[config.mk]
export PLATFORM = sky130hd
export DESIGN_NAME = shift_arbiter
export DESIGN_NICKNAME = d
export VERILOG_FILES = /design/src/rtl/shift_pkg.sv /design/src/rtl/rr_arb2.sv /design/src/rtl/shift_arbiter.sv
export SDC_FILE = /design/constraint.sdc
export NUM_CORES = 1
export LEC_CHECK = 0
export CAP_MARGIN = 20
export CELL_PAD_IN_SITES_DETAIL_PLACEMENT = 1
export CELL_PAD_IN_SITES_GLOBAL_PLACEMENT = 2
export CORE_ASPECT_RATIO = 0.8
export CORE_MARGIN = 1
export CORE_UTILIZATION = 24
export CTS_CLUSTER_SIZE = 28
export DETAILED_ROUTE_END_ITERATION = 10
export PLACE_DENSITY = 0.9
export SYNTH_ARGS = -nofsm -noshare
export SYNTH_HDL_FRONTEND = slang
export SYNTH_SLANG_ARGS = --single-unit
[constraint.sdc]
create_clock -name clk -period 6.3 [get_ports clk]
set_clock_uncertainty 0.05 [all_clocks]
set_input_delay 1.26 -clock clk [delete_from_list [all_inputs] [get_ports clk]]
set_output_delay 1.26 -clock clk [all_outputs]
set_load 0.02 [all_outputs]
[src/rtl/shift_pkg.sv]
// Shared widths, latency default and FSM encoding for the shift arbiter.
package shift_pkg;
  localparam int OP_W          = 3;
  localparam int NUM_W         = 8;
  localparam int DATA_W        = 32;
  localparam int CNT_W         = 4;
  localparam int SHIFT_LAT_DEF = 1;

  typedef enum logic [1:0] {
    ST_IDLE = 2'd0,
    ST_BUSY = 2'd1,
    ST_RESP = 2'd2
  } state_e;
endpackage

[src/rtl/rr_arb2.sv]
// Two-way round-robin pick, purely combinational; a tie goes to the requester not in last.
module rr_arb2 (
  input  logic [1:0] req,
  input  logic       last,
  output logic       grant,
  output logic       any
);
  assign any = |req;

  always_comb begin
    grant = 1'b0;
    case (req)
      2'b10:   grant = 1'b1;
      2'b11:   grant = ~last;
      default: grant = 1'b0;
    endcase
  end
endmodule

[src/rtl/shift_arbiter.sv]
// Shares one external shifter between two requesters; result captured SHIFT_LAT edges after acceptance.
// One command in flight: requesters see no ready until the owner has consumed its response.
module shift_arbiter
  import shift_pkg::*;
#(
  parameter int SHIFT_LAT = SHIFT_LAT_DEF
) (
  input  logic              clk,
  input  logic              rst,
  input  logic              req0_valid,
  input  logic              req1_valid,
  output logic              req0_ready,
  output logic              req1_ready,
  input  logic [OP_W-1:0]   req0_op,
  input  logic [OP_W-1:0]   req1_op,
  input  logic [NUM_W-1:0]  req0_num,
  input  logic [NUM_W-1:0]  req1_num,
  input  logic [DATA_W-1:0] req0_data,
  input  logic [DATA_W-1:0] req1_data,
  input  logic              req0_setc,
  input  logic              req1_setc,
  output logic              resp0_valid,
  output logic              resp1_valid,
  input  logic              resp0_ready,
  input  logic              resp1_ready,
  output logic [DATA_W-1:0] resp_data,
  output logic              resp_carry,
  output logic [OP_W-1:0]   sh_op,
  output logic [NUM_W-1:0]  sh_num,
  output logic [DATA_W-1:0] sh_data,
  output logic              sh_carry_in,
  input  logic [DATA_W-1:0] sh_out,
  input  logic              sh_carry_out,
  output logic              carry_flag
);
  state_e            state_q, state_d;
  logic [CNT_W-1:0]  cnt_q, cnt_d;
  logic [OP_W-1:0]   op_q, op_d;
  logic [NUM_W-1:0]  num_q, num_d;
  logic [DATA_W-1:0] data_q, data_d;
  logic              setc_q, setc_d;
  logic              owner_q, owner_d;
  logic              last_grant_q, last_grant_d;
  logic [DATA_W-1:0] resp_data_q, resp_data_d;
  logic              resp_carry_q, resp_carry_d;
  logic              carry_flag_q, carry_flag_d;
  logic              grant, any;

  rr_arb2 u_arb (
    .req   ({req1_valid, req0_valid}),
    .last  (last_grant_q),
    .grant (grant),
    .any   (any)
  );

  always_comb begin
    state_d      = state_q;
    cnt_d        = cnt_q;
    op_d         = op_q;
    num_d        = num_q;
    data_d       = data_q;
    setc_d       = setc_q;
    owner_d      = owner_q;
    last_grant_d = last_grant_q;
    resp_data_d  = resp_data_q;
    resp_carry_d = resp_carry_q;
    carry_flag_d = carry_flag_q;
    case (state_q)
      ST_IDLE: begin
        if (any) begin
          state_d      = ST_BUSY;
          cnt_d        = CNT_W'(SHIFT_LAT);
          op_d         = grant ? req1_op   : req0_op;
          num_d        = grant ? req1_num  : req0_num;
          data_d       = grant ? req1_data : req0_data;
          setc_d       = grant ? req1_setc : req0_setc;
          owner_d      = grant;
          last_grant_d = grant;
        end
      end
      ST_BUSY: begin
        if (cnt_q == CNT_W'(1)) begin
          state_d      = ST_RESP;
          cnt_d        = '0;
          resp_data_d  = sh_out;
          resp_carry_d = sh_carry_out;
          if (setc_q) carry_flag_d = sh_carry_out;
        end else begin
          cnt_d = cnt_q - CNT_W'(1);
        end
      end
      ST_RESP: begin
        if (owner_q ? resp1_ready : resp0_ready) state_d = ST_IDLE;
      end
      default: state_d = ST_IDLE;
    endcase
  end

  // last_grant resets to 1 so requester 0 wins the first tie.
  always_ff @(posedge clk or posedge rst) begin
    if (rst) begin
      state_q      <= ST_IDLE;
      cnt_q        <= '0;
      op_q         <= '0;
      num_q        <= '0;
      data_q       <= '0;
      setc_q       <= 1'b0;
      owner_q      <= 1'b0;
      last_grant_q <= 1'b1;
      resp_data_q  <= '0;
      resp_carry_q <= 1'b0;
      carry_flag_q <= 1'b0;
    end else begin
      state_q      <= state_d;
      cnt_q        <= cnt_d;
      op_q         <= op_d;
      num_q        <= num_d;
      data_q       <= data_d;
      setc_q       <= setc_d;
      owner_q      <= owner_d;
      last_grant_q <= last_grant_d;
      resp_data_q  <= resp_data_d;
      resp_carry_q <= resp_carry_d;
      carry_flag_q <= carry_flag_d;
    end
  end

  assign req0_ready  = !rst && (state_q == ST_IDLE) && any && !grant;
  assign req1_ready  = !rst && (state_q == ST_IDLE) && any && grant;
  assign resp0_valid = (state_q == ST_RESP) && !owner_q;
  assign resp1_valid = (state_q == ST_RESP) && owner_q;
  assign resp_data   = resp_data_q;
  assign resp_carry  = resp_carry_q;
  assign sh_op       = op_q;
  assign sh_num      = num_q;
  assign sh_data     = data_q;
  assign sh_carry_in = carry_flag_q;
  assign carry_flag  = carry_flag_q;
endmodule
==> impl_metrics.env <==
export IMPL_relSlewSlack_pct=37.5
export IMPL_cts_resized=0
export IMPL_finalMaxSlewViolations=0
export IMPL_synthCells=366
export IMPL_hp_start="resp_data[1]"
export IMPL_synth_top_area_share_pct=56.0
export IMPL_die_area_mm2=0.0163
export IMPL_ys_types=31
export IMPL_vdd_drop_max_mv=0.180
export IMPL_io_pin_count=209
export IMPL_antenna_found_initial=2
export IMPL_power_density_mw_per_mm2=503
export IMPL_reg2reg_from="state_q[0]"
export IMPL_grt_overflow_total=0
export IMPL_worstMarginPinSlew_ns=0.938
export IMPL_worstPathMaxFanout=15
export IMPL_holdCritPathClass="reg2reg"
export IMPL_syn_nets=495
export IMPL_grt_pass1_wl_mm=20.5
export IMPL_hold_end="resp_data[1]"
export IMPL_synth_area_mm2=0.00380
export IMPL_status="complete, no violations"
export IMPL_worstPathRequired_ns=4.99
export IMPL_critPathKind="in2out"
export IMPL_hold_viol=0
export IMPL_worst_setup_path_end_kind="output pin"
export IMPL_grtUsageTotal_pct=16.5
export IMPL_drc=0
export IMPL_rsz0062_at_grt="false"
export IMPL_drive_above_1_share_pct=11.0
export IMPL_cts_max_path_buffers=2
export IMPL_die_h_um=115
export IMPL_synth_area_per_cell_um2=10.4
export IMPL_htreeDepth=3
export IMPL_r2r_end="sh_data[8]"
export IMPL_maxCapViolCount=0
export IMPL_dpl_hpwl_mm=9.48
export IMPL_synthArstFlopShare_pct=100
export IMPL_totalWireLength_mm=12.9
export IMPL_grt_max_degree=54
export IMPL_ant_nets=0
export IMPL_ys_warn_count=0
export IMPL_final_cell_mix="clkdlybuf4s50_1, nand2_1, dfrtp_1"
export IMPL_reg2reg_setup_slack_ns=4.02
export IMPL_drtPass1Iterations=4
export IMPL_area_growth_syn_to_layout_pct=66.3
export IMPL_first_iter_violations=112
export IMPL_hold_depth=1
export IMPL_fmax_mhz=227
export IMPL_numCtsBuffers=9
export IMPL_yosysSeqAreaShare_pct=56.7
export IMPL_core_area_mm2=0.0152
export IMPL_cts_sinks=86
export IMPL_crit_path_start_kind="input port"
export IMPL_fin_crit_ns=4.41
export IMPL_setup_tns_ns=0
export IMPL_fin_util_pct=41.5
export IMPL_cts_tree="yes"
export IMPL_leakagePower_nw=2.55
export IMPL_viasPerCell=4.55
export IMPL_rr_worst_depth=4
export IMPL_cp_arrival_ns=3.10
export IMPL_finalPower_mw=3.18
export IMPL_setup_viol=0
export IMPL_row_count=40
export IMPL_mostFrequentLayoutCell="clkdlybuf4s50_1"
export IMPL_numPortBuffers=208
export IMPL_cts_setup_buffers=0
export IMPL_wl_per_cell_um=16.6
export IMPL_synthFlopType="dfrtp_1"
export IMPL_gp_congestion=0.736
export IMPL_fin_nets=690
export IMPL_yosys_top_cells_area="dfrtp_1, mux2_2, nand2_1"
export IMPL_yosysTopAreaCell="dfrtp_1"
export IMPL_grt_pass1_vias=3837
export IMPL_period_share_pct=70.1
export IMPL_clk_latency_ns=0.34
export IMPL_dieWidth_um=143
export IMPL_place_area_mm2=0.00602
export IMPL_cts_root_buf="clkbuf_16"
export IMPL_floorplan_initialDensity_pct=25.0
export IMPL_vias=3536
export IMPL_cts_hold_buffers=0
export IMPL_final_area_mm2=0.00631
export IMPL_ys_seq_elements=86
export IMPL_clk_pin_slew_ns=0.06
export IMPL_synth_edf_count=0
state kept, by name, summed over array words and instances, names as in the netlist:
register      flops
carry_flag        1
cnt_q             4
last_grant_q      1
owner_q           1
resp_carry        1
resp_data        32
setc_q            1
sh_data          32
sh_num            8
sh_op             3
state_q           2
layout make-up:
type,instances,area (um2)
fill,1709,8900
sequential,86,2150
timing repair buffer,212,2110
multi-input combinational,247,1470
tap,210,263
clock buffer,11,243
clock inverter,4,47.5
inverter,5,20.0
antenna,2,5.00
where the power goes:
group	total, mW	switching (mW)	internal [mW]
clock network	0.527	0.212	0.314
registers	1.01	0.168	0.840
logic	1.64	0.844	0.800
worst max path at each step:
stage / slack, ns / from / end / cells past startpoint
after global routing: 1.74 / req1_valid / req1_ready / 5
after floorplan: 2.77 / rst / carry_flag / 1
after CTS: 1.84 / req1_valid / req1_ready / 5
after global placement: 1.91 / req1_valid / req1_ready / 5
after detailed placement: 1.84 / req1_valid / req1_ready / 5
final: 1.89 / req1_valid / req1_ready / 5
per-stage QoR:
stage	setup slack, ns	cells	hold slack [ns]
after global routing	1.74	775	0.476
after global placement	1.91	760	0.438
after detailed placement	1.84	760	0.443
after floorplan	2.77	366	0.465
after CTS	1.84	775	0.457
final	1.89	777	0.455
synthesized netlist by cell type (2+ instances only):
master	count
nand2_1	91
inv_1	5
buf_4	2
ha_1	2
a31oi_1	45
clkbuf_1	15
buf_6	7
buf_2	4
nor3_1	2
o21ai_0	5
dfrtp_1	85
nor2_1	4
nand2b_1	2
mux2_2	35
a21oi_1	46
metal layers:
layer | vias to the layer above | wire, um | track usage [%]
li1 | 1666 | - | -
met4 | 0 | 117 | 4.52
met5 | - | 0 | 0
met2 | 114 | 6450 | 28.5
met3 | 8 | 895 | 5.60
met1 | 1748 | 5460 | 19.5
worst max-delay path, stage by stage:
cell             delay, ns
clkdlybuf4s50_1       0.51
a21boi_4              0.43
nand2_1               0.16
nor2_1                0.13
clkdlybuf4s50_1       0.61
kinds of logic (layout without fill, tap and decap cells):
group                    after synthesis  in the layout  synth area share [%]
AO/OA/AOI/OAI                        102            102                  15.6
adder cells (fa/ha/maj)                2              2                 0.659
buffers and inverters                 33            232                  4.98
flip-flops                            86             86                  56.7
multiplexers                          35             35                  10.4
other                                  0              2                     0
AND/OR/NAND/NOR                      108            108                  11.7
(Power assumes the default switching activity.)
